File: config.mk
export PLATFORM = sky130hd
export DESIGN_NAME = noc_route_buffer
export DESIGN_NICKNAME = d
export VERILOG_FILES = /design/src/rtl/noc_pkg.sv /design/src/rtl/noc_flit_fifo.sv /design/src/rtl/noc_route_buffer.sv
export SDC_FILE = /design/constraint.sdc
export NUM_CORES = 1
export LEC_CHECK = 0
export CAP_MARGIN = 20
export CORE_MARGIN = 2
export CORE_UTILIZATION = 54
export DETAILED_ROUTE_END_ITERATION = 10
export PLACE_DENSITY = 0.79
export SYNTH_ARGS = -nofsm -noshare
export SYNTH_HDL_FRONTEND = slang
export SYNTH_SLANG_ARGS = --single-unit
File: constraint.sdc
create_clock -name clk_i -period 3.7 [get_ports clk_i]
set_input_delay 0.555 -clock clk_i [delete_from_list [all_inputs] [get_ports clk_i]]
set_output_delay 0.555 -clock clk_i [all_outputs]
set_load 0.02 [all_outputs]
File: src/rtl/noc_pkg.sv
// Shared flit-format definitions and FSM states for the NOC route buffer.
package noc_pkg;

    localparam int FLIT_W  = 16;
    localparam int TYPE_HI = 15;
    localparam int TYPE_LO = 14;
    localparam int DEST_HI = 13;
    localparam int DEST_LO = 12;

    typedef enum logic [1:0] {
        BODY   = 2'b00,
        HEAD   = 2'b01,
        TAIL   = 2'b10,
        SINGLE = 2'b11
    } flit_type_e;

    typedef enum logic {
        IDLE  = 1'b0,
        ROUTE = 1'b1
    } state_e;

endpackage

File: src/rtl/noc_flit_fifo.sv
// Synchronous flit FIFO; storage is not reset, only pointers and occupancy.
module noc_flit_fifo #(
    parameter int DEPTH = 4,
    parameter int WIDTH = 16
) (
    input  logic             clk_i,
    input  logic             rst_n_i,
    input  logic             push_i,
    input  logic [WIDTH-1:0] wdata_i,
    input  logic             pop_i,
    output logic [WIDTH-1:0] rdata_o,
    output logic             full_o,
    output logic             empty_o
);
    localparam int AW = $clog2(DEPTH);
    localparam int CW = AW + 1;

    logic [WIDTH-1:0] mem [DEPTH];
    logic [AW-1:0]    wr_ptr_q;
    logic [AW-1:0]    rd_ptr_q;
    logic [CW-1:0]    count_q;
    logic             push_ok;
    logic             pop_ok;

    assign full_o  = (count_q == CW'(DEPTH));
    assign empty_o = (count_q == '0);
    // A push is refused when full even if a pop happens in the same cycle.
    assign push_ok = push_i && !full_o;
    assign pop_ok  = pop_i && !empty_o;
    assign rdata_o = mem[rd_ptr_q];

    always_ff @(posedge clk_i) begin
        if (!rst_n_i) begin
            wr_ptr_q <= '0;
            rd_ptr_q <= '0;
            count_q  <= '0;
        end else begin
            if (push_ok) wr_ptr_q <= wr_ptr_q + AW'(1);
            if (pop_ok)  rd_ptr_q <= rd_ptr_q + AW'(1);
            if (push_ok && !pop_ok)      count_q <= count_q + CW'(1);
            else if (pop_ok && !push_ok) count_q <= count_q - CW'(1);
        end
    end

    always_ff @(posedge clk_i) begin
        if (push_ok) mem[wr_ptr_q] <= wdata_i;
    end

endmodule

File: src/rtl/noc_route_buffer.sv
// Input flit buffer with route hold: decodes the head flit's destination and
// keeps it for the whole packet while feeding the 1-to-4 output demux.
module noc_route_buffer #(
    parameter int DEPTH  = 4,
    parameter int FLIT_W = 16
) (
    input  logic              clk_i,
    input  logic              rst_n_i,
    input  logic              in_valid_i,
    input  logic [FLIT_W-1:0] in_data_i,
    output logic              in_ready_o,
    input  logic [3:0]        out_ready_i,
    output logic [FLIT_W-1:0] data_o,
    output logic [1:0]        sel_o,
    output logic              enable_o,
    output logic              err_o
);
    import noc_pkg::*;

    logic [FLIT_W-1:0] fifo_rdata;
    logic              fifo_full;
    logic              fifo_empty;
    logic              pop;
    state_e            state_q;
    state_e            state_d;
    logic [1:0]        route_q;
    logic [1:0]        route_d;
    flit_type_e        front_type;
    logic [1:0]        front_dest;

    noc_flit_fifo #(
        .DEPTH (DEPTH),
        .WIDTH (FLIT_W)
    ) u_fifo (
        .clk_i   (clk_i),
        .rst_n_i (rst_n_i),
        .push_i  (in_valid_i),
        .wdata_i (in_data_i),
        .pop_i   (pop),
        .rdata_o (fifo_rdata),
        .full_o  (fifo_full),
        .empty_o (fifo_empty)
    );

    assign in_ready_o = !fifo_full;
    // Masking the front when empty keeps data_o and the idle decode at zero.
    assign data_o     = fifo_empty ? '0 : fifo_rdata;
    assign front_type = flit_type_e'(data_o[TYPE_HI:TYPE_LO]);
    assign front_dest = data_o[DEST_HI:DEST_LO];

    always_ff @(posedge clk_i) begin
        if (!rst_n_i) begin
            state_q <= IDLE;
            route_q <= 2'b00;
        end else begin
            state_q <= state_d;
            route_q <= route_d;
        end
    end

    always_comb begin
        state_d  = state_q;
        route_d  = route_q;
        sel_o    = 2'b00;
        enable_o = 1'b0;
        err_o    = 1'b0;
        pop      = 1'b0;
        case (state_q)
            IDLE: begin
                sel_o = front_dest;
                if (!fifo_empty) begin
                    if (front_type == HEAD || front_type == SINGLE) begin
                        enable_o = 1'b1;
                        pop      = out_ready_i[front_dest];
                        if (pop && front_type == HEAD) begin
                            state_d = ROUTE;
                            route_d = front_dest;
                        end
                    end else begin
                        // Orphan body/tail: drop it without presenting.
                        pop   = 1'b1;
                        err_o = 1'b1;
                    end
                end
            end
            ROUTE: begin
                // Every flit, whatever its type field, follows the held route.
                sel_o    = route_q;
                enable_o = !fifo_empty;
                pop      = enable_o && out_ready_i[route_q];
                if (pop && front_type == TAIL) state_d = IDLE;
            end
        endcase
    end

endmodule

== Word-level counts from Yosys, hierarchy flattened ==
Memories as Yosys holds them, arrays and structs flattened. A register that Yosys moved wholly into a read port is not among the register bits.
Index checks and enable logic that the tools add are counted.
Operators by class
  eq/ne operators: 4
  reduce and logical (&&, ||, !) cells: 15
  shift-type cells: 0
  $mul: 0
  order comparisons: 2
  mux-type cells: 26
  add/sub/neg operators: 4
  divide/modulo/power cells: 0
  bitwise logic cells: 2
Operator list (number)
  16-bit two-way mux: 1
  1-bit two-way mux: 15
  1-bit logical AND: 7
  2-bit by 3-bit less-than comparator with 1-bit output, second input constant: 2
  3-bit two-way mux: 2
  1-bit case mux with 2 select lines: 3
  2-bit by 1-bit adder with 2-bit output, second input constant: 2
  1-bit binary-select mux with 2-bit select: 2
  2-bit equality test, second input constant: 2
  1-bit logical NOT: 4
  2-bit two-way mux: 2
  2-bit case mux with 2 select lines: 1
  4-bit AND reduction: 1
  3-bit by 1-bit adder with 3-bit output, second input constant: 1
  3-bit equality test, second input constant: 1
  3-bit logical NOT: 1
  3-bit by 1-bit subtractor with 3-bit output, second input constant: 1
  2-bit by 1-bit equality test with 1-bit output, second input constant: 1
  1-bit NOT: 2
  2-bit nonzero test: 1
  1-bit logical OR: 1
Storage, ports and cells
  ROM bits: 0
  bits in latches: 0
  RAM bits: 64
  memories: 1
  register bits: 10
  output and inout port bits: 21
  input bits: 23
  logic and storage cells: 59
Memory list
  u_fifo.mem: words 4, width 16, read ports 1, clocked after Yosys merged registers in 1, wr ports 1, RTL line noc_flit_fifo.sv:18  | logic [WIDTH-1:0] mem [DEPTH];

== Longest topological paths before layout ==
Gate-level depths: netlist of the first run.
  depth in word-level cells: 11
  gate-level depth with buffers: 11
  depth with buffers taken out: 10

== Cells and area by module ==
From an unflattened synthesis of the first run, not the netlist that was laid out.
Unflattened totals
  cell total of the unflattened synthesis: 179
  area, all modules: 3185.6 um^2
By module, submodules not included
  noc_flit_fifo: times used 1, area each 2812.7 um^2, sequential area each 2102.0 um^2, cells an instance 132
  noc_route_buffer: times used 1, area each 372.9 um^2, sequential area each 60.1 um^2, cells an instance 47

== Worst setup path after synthesis of the first run ==
Ideal clock, no wire load.
  kind: reg-to-reg
  start: register with a tool-made name
  end: register u_fifo.count_q[2]
  library setup time: 0.076 ns
  buffers on the path: 1
  slack: 0.847 ns
  stages on the path, launching flop included: 12
  data arrival time: 2.777 ns
  cell sequence: dfxtp_1 -> buf_6 -> mux4_2 -> and2_4 -> a22o_4 -> o21ai_4 -> ha_1 -> inv_1 -> fa_1 -> xor2_1 -> or3_1 -> a21boi_0
RTL lines
  end signal, assigned: RTL line noc_flit_fifo.sv:40  | if (push_ok && !pop_ok) count_q <= count_q + CW'(1);
  end signal, assigned: RTL line noc_flit_fifo.sv:41  | else if (pop_ok && !push_ok) count_q <= count_q - CW'(1);
  end, declared: RTL line noc_flit_fifo.sv:21  | logic [CW-1:0] count_q;

==> impl_metrics.toml, run 1 <==
[layout]
antenna_cells = 0
drive_gt1_share_pct = 16.2
nets = 259
area_delta_synth_final_pct = 20.5
fin_util_pct = 68.4
fin_area_um2 = 3810
final_cells = 306
nFillCells = 390

[detailed_routing]
drc = 0
viasPerCell = 5.48
drt_iter0_drc = 126
wire_per_inst_um = 17.8
first_pass_iters = 4
vias = 1676
drtAntennaViolNets = 0
wl_um = 5450

[timing]
setup_ws_ns = 0.501
relSlewSlack_pct = 42.0
fmax_mhz = 313
timing.hold.ws_ns = 0.486
fin_skew_ns = 0.00685
hold_violations = 0
final.period_utilization_pct = 86.5
layout_min_cycle_time_ns = 3.20
finalSetupViolations = 0
rsz0062_at_grt = "false"
tightest_slew_ns = 0.870
setup_tns_ns = 0
drv_slew = 0

[floorplanning]
die_h_um = 80.5
io_pins = 44
core_area_um2 = 5570
die_x_um = 80.5
num_rows = 27
die_area_um2 = 6480
initial_core_util_pct = 56.7

[critical_path]
crit_type = "reg2out"
cp.arrival_ns = 2.64
crit_required_ns = 3.14
startpoint_type = "flop"
crit_path_end_kind = "output pin"
path_max_fanout = 10

[cts]
cts_buffer_depth = 2
cts.sinks = 76
insertion_delay_ns = 0.33
clkSlewWorstSetupHoldPaths_ns = 0.07
cts.htree.levels = 3
cts_buffers = 9
cts_tree = "done"
postCtsSetupBuffers = 0
cts_hold_buffers = 0
post_cts_resized = 0
cts_root_buf = "clkbuf_8"

[grt]
grt_pass1_wl_um = 8790
overflow = 0
grt_pass1_vias = 1766
antenna_found_initial = 0
groute.usage.overall_pct = 18.8
grt_max_degree = 18

[synthesis]
syn_area_um2 = 3160
synth_top_area_share_pct = 60.8
synth_nets = 212
yosysWarningCount = 0
synth_seq_area_share_pct = 68.4
ys_seq_elements = 76
syn_avg_cell_area_um2 = 17.3
ys_types = 31
synthCells = 183
synth_top_area_cell = "edfxtp_1"
synth_area_leaders = "edfxtp_1 61%, mux4_2 12%, dfxtp_1 7.6%"

[placement]
dp_slack_ns = 0.529
place_inst = 291
io_buffers = 43
routabilityCongestion = 0.807
post_dp_cell_area_um2 = 3650
hpwl_um = 3680

[run]
drv_cap = 0

[pwr]
power_density_nw_per_um2 = 699
leakagePower_nw = 1.29
finalPower_mw = 2.67
irDropWorstVdd_v = 0.000381

[worst_hold_path]
min_from = "route_q[0]"
hold_class = "reg2reg"

[outcome]
status = "completed"
-- where the power goes --
part / leakage, nW / switching (mW) / internal, mW
registers: 0.685 / 0.0664 / 1.04
logic: 0.523 / 0.523 / 0.523
clock network: 0.0779 / 0.280 / 0.236
-- layout make-up --
| type | instances | area (µm²) | share of cell area [%] |
|---|---|---|---|
| flip-flops and latches | 76 | 2160 | 56.7 |
| multi-input cells | 91 | 930 | 24.4 |
| repair buffers | 45 | 445 | 11.7 |
| clock buffers | 10 | 128 | 3.35 |
| well taps | 72 | 90.1 | 2.36 |
| clock inverters | 5 | 30.0 | 0.788 |
| inverters | 7 | 26.3 | 0.689 |
-- cells by family (layout without fill, tap and decap cells) --
kind of cell / after synthesis / after routing / synth area share, %
fa+ha+maj: 6 / 6 / 2.61
compound gates: 12 / 12 / 3.01
mux: 23 / 23 / 14.0
xor+xnor: 4 / 4 / 1.11
buf+inv: 16 / 67 / 2.22
flops: 76 / 76 / 68.4
simple gates: 46 / 46 / 8.63
-- critical path, stage by stage (launching register included) --
cell             delay [ns]
dfxtp_1                0.58
buf_4                  0.32
mux4_2                 0.60
nor3_1                 0.17
clkdlybuf4s50_1        0.64
-- final timing paths --
kind	cells past startpoint	endpoint	slack [ns]
worst max-delay path	4	err_o	0.50
worst max register to register	10	u_fifo.count_q[2]	0.54
worst min register to register	2	route_q[0]	0.49
worst min-delay path	2	route_q[0]	0.49
-- layout by cell type, fill, tap and decap left out, types with 2 or more instances in the layout --
cell	count
nand2_1	8
inv_1	7
buf_4	2
clkbuf_8	9
mux2i_1	5
clkinvlp_4	2
and3_1	4
o21ai_0	5
and2_1	18
edfxtp_1	64
nor2b_1	4
nor3_1	2
xnor2_1	3
clkdlybuf4s50_1	43
or3_1	3
dfxtp_1	12
ha_1	5
nor2_1	5
clkinv_2	3
mux4_2	17
-- metal layers --
| metal | vias up | track usage, % | wire (µm) |
|---|---|---|---|
| li1 | 781 | - | - |
| met1 | 857 | 24.2 | 2430 |
| met2 | 30 | 30.9 | 2760 |
| met3 | 8 | 4.27 | 167 |
| met4 | 0 | 8.14 | 80 |
| met5 | - | 0 | 0 |
-- synthesized netlist by cell type (all sizes together) --
| library cell | n |
|---|---|
| nor2 | 5 |
| xnor2 | 3 |
| o21a | 1 |
| nor4b | 1 |
| o31a | 1 |
| ha | 5 |
| and3 | 4 |
| buf | 2 |
| inv | 7 |
| a21oi | 1 |
| mux2 | 1 |
| edfxtp | 64 |
| nor2b | 4 |
| fa | 1 |
| and2 | 19 |
| mux2i | 5 |
| dfxtp | 12 |
| clkbuf | 7 |
| a21boi | 2 |
| mux4 | 17 |
| nor3 | 2 |
| xor2 | 1 |
| a22o | 1 |
| o21ai | 6 |
| or3 | 3 |
| nand2 | 8 |
-- sequential cells by signal (all words and copies together) (netlist names), named ones only --
name             flops
u_fifo.mem          64
u_fifo.count_q       3
route_q              2
u_fifo.rd_ptr_q      2
u_fifo.wr_ptr_q      2
state_q              1
Note: power is estimated with default switching activity, not from simulation.
==> run 2, diff against run 1 <==
--- a/config.mk
+++ b/config.mk
@@ -5,11 +5,12 @@
 export SDC_FILE = /design/constraint.sdc
 export NUM_CORES = 1
 export LEC_CHECK = 0
+export ABC_CLOCK_PERIOD_IN_PS = 2900
 export CAP_MARGIN = 20
 export CORE_MARGIN = 2
-export CORE_UTILIZATION = 54
+export CORE_UTILIZATION = 49
 export DETAILED_ROUTE_END_ITERATION = 10
-export PLACE_DENSITY = 0.79
+export PLACE_DENSITY = 0.76
 export SYNTH_ARGS = -nofsm -noshare
 export SYNTH_HDL_FRONTEND = slang
 export SYNTH_SLANG_ARGS = --single-unit
==> constraint.sdc (replaced) <==
create_clock -name clk_i -period 2.9 [get_ports clk_i]
set_input_delay 0.435 -clock clk_i [delete_from_list [all_inputs] [get_ports clk_i]]
set_output_delay 0.435 -clock clk_i [all_outputs]
set_load 0.02 [all_outputs]
==> impl_metrics.toml, run 2 (synthesis results as in run 1) <==
[worst_hold_path]
hold_class = "reg2reg"
hold_end = "u_fifo.rd_ptr_q[1]"
min_from = "u_fifo.rd_ptr_q[1]"
hold_path_depth = 2

[floorplanning]
die_h_um = 84.3
die_x_um = 84.3
initial_core_util_pct = 50.4
num_rows = 29
io_pins = 44
core_area_um2 = 6280
die_area_um2 = 7110

[timing]
tightest_slew_ns = 0.534
finalSetupViolations = 0
drv_slew = 0
setup_ws_ns = 0.120
layout_min_cycle_time_ns = 2.78
rsz0062_at_grt = "false"
relSlewSlack_pct = 64.4
final.period_utilization_pct = 95.9
hold_violations = 0
fmax_mhz = 360
fin_skew_ns = 0.00452

[placement]
io_buffers = 43
routabilityCongestion = 0.735
dp_slack_ns = -0.0642
hpwl_um = 3600
place_inst = 308

[critical_path]
path_max_fanout = 4
path_cells = "mux4_2 > and2_4 > a22o_4 > o21ai_4 > ha_2 > inv_1 > fa_1 > xor2_1 > or3_1 > a21boi_2"
cp.arrival_ns = 3.06
critPathTopFamily = "adder cells"
cp_num_cells = 10
worst_r2r_path_depth = 10
regToRegEndpoint = "u_fifo.count_q[2]"
rr_startpoint = "u_fifo.mem[0][13]"
cp_num_buf_inv = 1
r2r_slack_ns = 0.12
startpoint_type = "flop"
crit_type = "reg2reg"
crit_path_end_kind = "flop"
critPathSlowestCell = "mux4_2"
crit_required_ns = 3.18
cpPeakStageDelay_ns = 0.51

[pwr]
leakagePower_nw = 1.37
power_density_nw_per_um2 = 910
p_int_mw = 2.47
p_clk_share_pct = 21.2
switchingPower_mw = 1.13
swShare_pct = 31.5
power_frac_comb_pct = 40.3
irDropWorstVdd_v = 0.000590
pwr-share-seq_pct = 38.4

[detailed_routing]
first_pass_iters = 4
drtAntennaViolNets = 0
drc = 0
drt_iter0_drc = 150
wl_um = 5300
vias = 1699
wire_per_inst_um = 16.3
viasPerCell = 5.23

[cts]
insertion_delay_ns = 0.34
cts.htree.levels = 3
cts_root_buf = "clkbuf_8"
cts_buffers = 9
clkSlewWorstSetupHoldPaths_ns = 0.07
cts_tree = "done"
cts_hold_buffers = 0
cts.sinks = 76
cts_buffer_depth = 2

[layout]
antenna_cells = 0
final_cell_mix = "64 x edfxtp_1, 43 x clkdlybuf4s50_1, 18 x and2_1"
area_delta_synth_final_pct = 25.2
mostFrequentLayoutCell = "edfxtp_1"
regMostFlops = "u_fifo.mem"
final_cells = 325
drive_gt1_share_pct = 22.6
largestRegisters = "u_fifo.mem (64), u_fifo.count_q (3)"
nets = 272
largest_reg_flops = 64

[grt]
groute.usage.overall_pct = 15.9
grt_pass1_wl_um = 8260
antenna_found_initial = 0
overflow = 0
grt_max_degree = 17
grt_pass1_vias = 1678

[outcome]
status = "completed"

[run]
drv_cap = 0
-- run 2: layout make-up --
| type | instances | area (µm²) |
|---|---|---|
| fillers | 462 | 2320 |
| flip-flops and latches | 76 | 2160 |
| multi-input cells | 91 | 938 |
| repair buffers | 58 | 543 |
| clock buffers | 10 | 128 |
| well taps | 77 | 96.3 |
| clock inverters | 6 | 65.1 |
| inverters | 7 | 26.3 |
-- run 2: repair_timing --
action	CTS	global route
buffers inserted	0	1
endpoints found under the hold margin	0	0
gates resized for setup	0	6
setup endpoints to repair	0	2
-- run 2: metrics by stage --
stage	utilization [%]	hold slack (ns)	instance area, µm²	power, mW	setup TNS [ns]
global placement	59.7	0.472	3750	2.83	0
global route	63.1	0.516	3960	3.80	0
CTS	62.8	0.507	3940	3.62	0
floorplan	-	0.453	3160	2.30	0
detailed placement	59.7	0.494	3750	2.85	-0.0642
finish	63.1	0.506	3960	3.60	0
-- run 2: worst max-delay path by stage --
stage                                 start           endpoint  slack [ns]
after CTS                              flop  u_fifo.count_q[2]        0.02
final                     u_fifo.mem[0][13]  u_fifo.count_q[2]        0.12
after floorplan                        flop  u_fifo.count_q[2]        0.05
after detailed placement     out_ready_i[3]  u_fifo.count_q[2]       -0.06
after global routing                   flop              err_o       0.002
after global placement       out_ready_i[3]  u_fifo.count_q[2]        0.04
-- run 2: worst reg2reg max path, delay by kind of cell, from the launching register on --
kind	cells	cell delay, ns
simple gates	2	0.52
mux	1	0.51
flops	1	0.38
buf+inv	1	0.05
compound gates	3	0.55
xor+xnor	1	0.15
fa+ha+maj	2	0.56
-- run 2: power groups by stage --
stage / Clock (mW) / Combinational (mW) / Sequential, mW
global route: 0.833 / 1.57 / 1.40
detailed placement: 0 / 1.44 / 1.41
global placement: 0 / 1.43 / 1.40
finish: 0.766 / 1.45 / 1.39
floorplan: 0 / 0.912 / 1.38
CTS: 0.785 / 1.45 / 1.38
-- run 2: metal layers --
layer / share of wire [%] / global-route usage, %
met1: 44 / 20.2
met2: 50 / 25.0
met3: 3.2 / 3.15
met4: 2.8 / 10.4
met5: 0 / 0
==> run 3, diff against run 2 <==
--- a/config.mk
+++ b/config.mk
@@ -6,8 +6,6 @@
 export NUM_CORES = 1
 export LEC_CHECK = 0
 export ABC_CLOCK_PERIOD_IN_PS = 2900
-export CAP_MARGIN = 20
-export CORE_MARGIN = 2
 export CORE_UTILIZATION = 49
 export DETAILED_ROUTE_END_ITERATION = 10
 export PLACE_DENSITY = 0.76
==> impl_metrics.toml, run 3 (synthesis results as in run 1) <==
[critical_path]
path_max_fanout = 4
regToRegEndpoint = "u_fifo.count_q[2]"
critPathSlowestCell = "mux4_2"
startpoint_type = "flop"
worst_r2r_path_depth = 10
crit_path_end_kind = "flop"
path_cells = "mux4_2 > and2_4 > a22o_4 > o21ai_4 > ha_2 > inv_1 > fa_2 > xor2_1 > or3_1 > a21boi_1"
cp.arrival_ns = 3.01
r2r_slack_ns = 0.16
crit_required_ns = 3.17
cpPeakStageDelay_ns = 0.53
crit_type = "reg2reg"

[detailed_routing]
drt_iter0_drc = 73
vias = 1701
drc = 0
viasPerCell = 5.28
first_pass_iters = 4
drtAntennaViolNets = 0
wl_um = 5230
wire_per_inst_um = 16.2

[timing]
final.period_utilization_pct = 94.5
relSlewSlack_pct = 71.3
setup_tns_ns = 0
fmax_mhz = 365
finalSetupViolations = 0
hold_violations = 0
fin_skew_ns = 0.00624
drv_slew = 0
rsz0062_at_grt = "false"
tightest_slew_ns = 0.429
layout_min_cycle_time_ns = 2.74

[floorplanning]
core_area_um2 = 6060
initial_core_util_pct = 52.2
die_x_um = 82.3
num_rows = 28
die_h_um = 82.3
io_pins = 44
die_area_um2 = 6780

[outcome]
status = "completed"

[pwr]
irDropWorstVdd_v = 0.000436
leakagePower_nw = 1.36
power_density_nw_per_um2 = 891
finalPower_mw = 3.50

[layout]
regMostFlops = "u_fifo.mem"
area_delta_synth_final_pct = 24.1
largest_reg_flops = 64
nets = 271
antenna_cells = 0
largestRegisters = "u_fifo.mem (64), u_fifo.count_q (3)"
fin_util_pct = 64.7
mostFrequentLayoutCell = "edfxtp_1"
final_cell_mix = "64 x edfxtp_1, 43 x clkdlybuf4s50_1, 18 x and2_1"
drive_gt1_share_pct = 21.5

[grt]
grt_max_degree = 17
overflow = 0
antenna_found_initial = 0
groute.usage.overall_pct = 18.1
grt_pass1_vias = 1696
grt_pass1_wl_um = 8360

[worst_hold_path]
hold_end = "route_q[0]"
hold_path_depth = 2
min_from = "route_q[0]"
hold_class = "reg2reg"

[cts]
postCtsSetupBuffers = 0
cts_buffer_depth = 2
cts_tree = "done"
clkSlewWorstSetupHoldPaths_ns = 0.07
cts_hold_buffers = 0
cts_buffers = 9
cts.sinks = 76
cts_root_buf = "clkbuf_8"
insertion_delay_ns = 0.34
cts.htree.levels = 3
post_cts_resized = 0

[run]
drv_cap = 0

[placement]
routabilityCongestion = 0.758
hpwl_um = 3600
io_buffers = 43
==> run 3: changes by cell type in the layout (fill, tap and decap cells not counted), sizes merged <==
cell	change
clkinvlp	-1
bufinv	-1
clkinv	-1
clkbuf	+3
buf	-1
==> run 3: final cells by class <==
| class | instances | area, µm² |
|---|---|---|
| inverters | 7 | 26.3 |
| clock buffers | 13 | 149 |
| clock inverters | 3 | 15.0 |
| multi-input cells | 91 | 937 |
| flip-flops and latches | 76 | 2170 |
| fillers | 420 | 2140 |
| repair buffers | 57 | 536 |
| well taps | 75 | 93.8 |
==> run 3: worst max-delay path by stage <==
stage	end	slack, ns	cells after the start
2_1_floorplan	u_fifo.count_q[2]	0.05	11
3_3_place_gp	u_fifo.count_q[2]	0.05	11
3_5_place_dp	u_fifo.count_q[2]	-0.007	11
4_1_cts	u_fifo.count_q[2]	0.04	10
5_1_grt	u_fifo.count_q[2]	0.02	10
6_report	u_fifo.count_q[2]	0.16	10
==> run 3: report_power, final <==
part | internal, mW | switching [mW] | leakage (nW)
combinational | 0.739 | 0.685 | 0.583
clock | 0.331 | 0.347 | 0.0872
sequential | 1.32 | 0.0686 | 0.686
total | 2.39 | 1.10 | 1.36
==> run 3: critical path: cells and delay by family (launching register included) <==
kind                       cells  cell delay [ns]
adders and majority gates      2             0.52
AOI/OAI and AO/OA              3             0.55
DFF                            1             0.37
xor gates and xnor gates       1             0.15
buffers and inverters          1             0.05
and+or+nand+nor                2             0.51
muxes                          1             0.53
==> run 3: layer usage <==
layer	GRT usage (%)	part of all wire (%)	vias up
li1	-	-	810
met1	22.6	44	851
met2	29.0	51	32
met3	4.40	3.4	8
met4	10.2	1.7	0
met5	0	0	-
==> run 3: through the flow <==
| step | cell area, µm² | setup WS (ns) | instances | hold WS (ns) |
|---|---|---|---|---|
| floorplan | 3160 | 0.0470 | 183 | 0.453 |
| finish | 3920 | 0.159 | 322 | 0.492 |
| CTS | 3910 | 0.0360 | 322 | 0.494 |
| global route | 3920 | 0.0198 | 322 | 0.527 |
| global placement | 3750 | 0.0500 | 306 | 0.475 |
| detailed placement | 3750 | -0.00728 | 306 | 0.483 |
==> variant: new RTL, flow settings as in run 1 <==
Put a register stage on the output `err_o`, with the module's reset. The value now appears one clock later. The other outputs are not delayed to match.
--- a/src/rtl/noc_route_buffer.sv
+++ b/src/rtl/noc_route_buffer.sv
@@ -17,4 +17,6 @@
 );
     import noc_pkg::*;
+
+    logic err_d;
 
     logic [FLIT_W-1:0] fifo_rdata;
@@ -64,5 +66,5 @@
         sel_o    = 2'b00;
         enable_o = 1'b0;
-        err_o    = 1'b0;
+        err_d    = 1'b0;
         pop      = 1'b0;
         case (state_q)
@@ -80,5 +82,5 @@
                         // Orphan body/tail: drop it without presenting.
                         pop   = 1'b1;
-                        err_o = 1'b1;
+                        err_d = 1'b1;
                     end
                 end
@@ -94,4 +96,12 @@
     end
 
+    always_ff @(posedge clk_i) begin
+        if (!rst_n_i) begin
+            err_o <= '0;
+        end else begin
+            err_o <= err_d;
+        end
+    end
+
 endmodule
 
Function: changed (Yosys sat finds a counterexample within 4 cycles, from zero or initial values and one cycle with rst_n_i low).
==> variant against run 1 <==
Synthesized cell count is 0.55% higher; power grew 7.0%; clock power increased by 34%; via count decreased by 0.54%; synthesized area is 0.67% higher; maximum frequency increased by 4.7%; final area rose by 2.5%; worst setup slack better by 0.14 ns; sequential cell count increased by 1; count of clock-buffer cells in the layout fell by 1; utilization rose by 1.3 points; routed wire length increased by 0.75%; register-to-register slack better by 0.13 ns; critical path type unchanged; critical endpoint is now data_o[14]; largest cell class unchanged.
==> variant: results (changes against run 1) <==
Outcome
  – Outcome: finished clean

Cells and area
  – Buffering overhead: 0.116 (-0.000886)
  – Number of nets in the layout: 261 (+0.77%)
  – ClkCell Share: 0.0570 (+0.0157)
  – Share of cells above drive strength 1: 0.173 (+0.0106)
  – # clk buffers: 9 (-1)
  – Buffers, non-clock: 46 (+2.2%)
  – Final-layout fill cell count: 400 (+2.6%)
  – Sequential share of cell area: 0.559 (-0.00851)
  – Largest cell class: sequential cells
  – Area of the multi-input gates: 931 um^2 (+0.13%)

Logic synthesis
  – Synth cell count leaders: edfxtp_1, and2_1, mux4_2
  – Synth cell types: 31 (unchanged)
  – EDFF count, synth: 64 (unchanged)
  – Synth Area in Compound Gates: 0.0299 (-0.000201)
  – XOR/XNOR share of the synthesized area: 0.0110 (-0.0000740)
  – Ys Warns: 0 (unchanged)
  – Adder-cell share of the synthesized area: 0.0259 (-0.000175)
  – Syn Nets: 213 (+0.47%)
  – Async set-or-reset flop fraction in the synthesized netlist: 0 (unchanged)
  – Post-synthesis mux area share: 0.140 (-0.000939)
  – Seq/Total Area, Yosys: 0.686 (+0.00172)
  – Synth top area cells: edfxtp_1, mux4_2, dfxtp_1

Worst hold path
  – Worst hold start: route_q[1]
  – Hold endpoint: route_q[1]

Clock tree
  – Post-CTS setup buffers: 0 (unchanged)
  – Clk sinks: 77 (+1.3%)
  – Clock transition at the registers of the reported paths: 0.07 ns (about the same)

Timing
  – Slew of the pin with the lowest slew margin: 0.880 ns (+0.0101 ns)
  – Clk_skew: 0.00764 ns (+0.000797 ns)
  – Hold_ws: 0.496 ns (+0.00999 ns)
  – FMAX: 0.327 GHz (+4.7%)

GRT
  – GRT Overall Usage: 0.192 (+0.00351)
  – Vias in the first global route: 1781 (+0.85%)
  – Antenna violations before repair: 0 (unchanged)
  – Largest net degree at the start of global routing: 17 (-1)

Critical path
  – Slowest CP cell: mux4_2
  – R2R Setup Slk: 0.67 ns (+0.13 ns)
  – Slowest Stage Delay on Critical Path: 0.58 ns (-0.06 ns)
  – CP Max Fanout: 12 (+2)
  – Crit path DAT: 2.50 ns (-0.14 ns)

Route
  – Via/cell ratio: 5.39 (-1.5%)
  – First-iteration detailed-routing DRC count: 89 (-29%)
  – WL final: 5.49 mm (+0.75%)

Place
  – Post-place setup slack: 0.615 ns (+0.0862 ns)
  – GP Congestion: 0.747 (-7.4%)
  – Post-DP HPWL: 3.67 mm (-0.34%)

Power
  – Pint: 1.96 mW (+9.2%)
  – VDD IR max: 0.405 mV (+6.4%)
  – Pleak: 1.34 nW (+4.2%)
[variant: cell types whose count changed after synthesis, sizes merged]
cell   before  now
nor3        2    1
and3        4    5
dfxtp      12   13
[variant: worst max-delay path by stage]
stage | start | end | depth (start not counted)
floorplan | flip-flop | u_fifo.count_q[2] | 11
global placement | out_ready_i[0] | u_fifo.count_q[2] | 11
CTS | flip-flop | data_o[14] | 4
global route | flip-flop | enable_o | 5
finish | flip-flop | data_o[14] | 4
detailed placement | out_ready_i[0] | u_fifo.count_q[2] | 11
[variant: kinds of logic after synthesis]
family | Yosys count
buffers and inverters | 16
XOR/XNOR | 4
AO/OA/AOI/OAI | 12
AND/OR/NAND/NOR | 46
multiplexers | 23
flip-flops | 77
adder cells (fa/ha/maj) | 6
[variant: layer usage]
layer | GRT usage | wire length (um) | vias up
li1 | - | - | 789
met1 | 0.219 | 2350 | 822
met2 | 0.340 | 2830 | 49
met3 | 0.0644 | 241 | 7
met4 | 0.0661 | 65 | 0
met5 | 0 | 0 | -
[variant: per-stage QoR]
stage	utilization	cells	instance area, um^2
final	0.696	309	3910
after global routing	0.696	309	3910
after CTS	0.696	309	3910
after detailed placement	0.657	293	3680
after global placement	0.657	293	3680
after floorplan	-	184	3180
[variant: critical path, delay by kind of cell (launching register included)]
family,cells,cell delay [ns]
buffers and inverters,2,0.87
flip-flops,1,0.50
multiplexers,1,0.58
AND/OR/NAND/NOR,1,0.20
[variant: power by group through the flow]
stage	registers [mW]	logic (mW)	clock network [mW]
6_report	1.11	1.05	0.691
5_1_grt	1.13	1.14	0.746
4_1_cts	1.11	1.06	0.703
3_5_place_dp	1.13	1.06	0
3_3_place_gp	1.13	1.05	0
2_1_floorplan	1.10	0.704	0
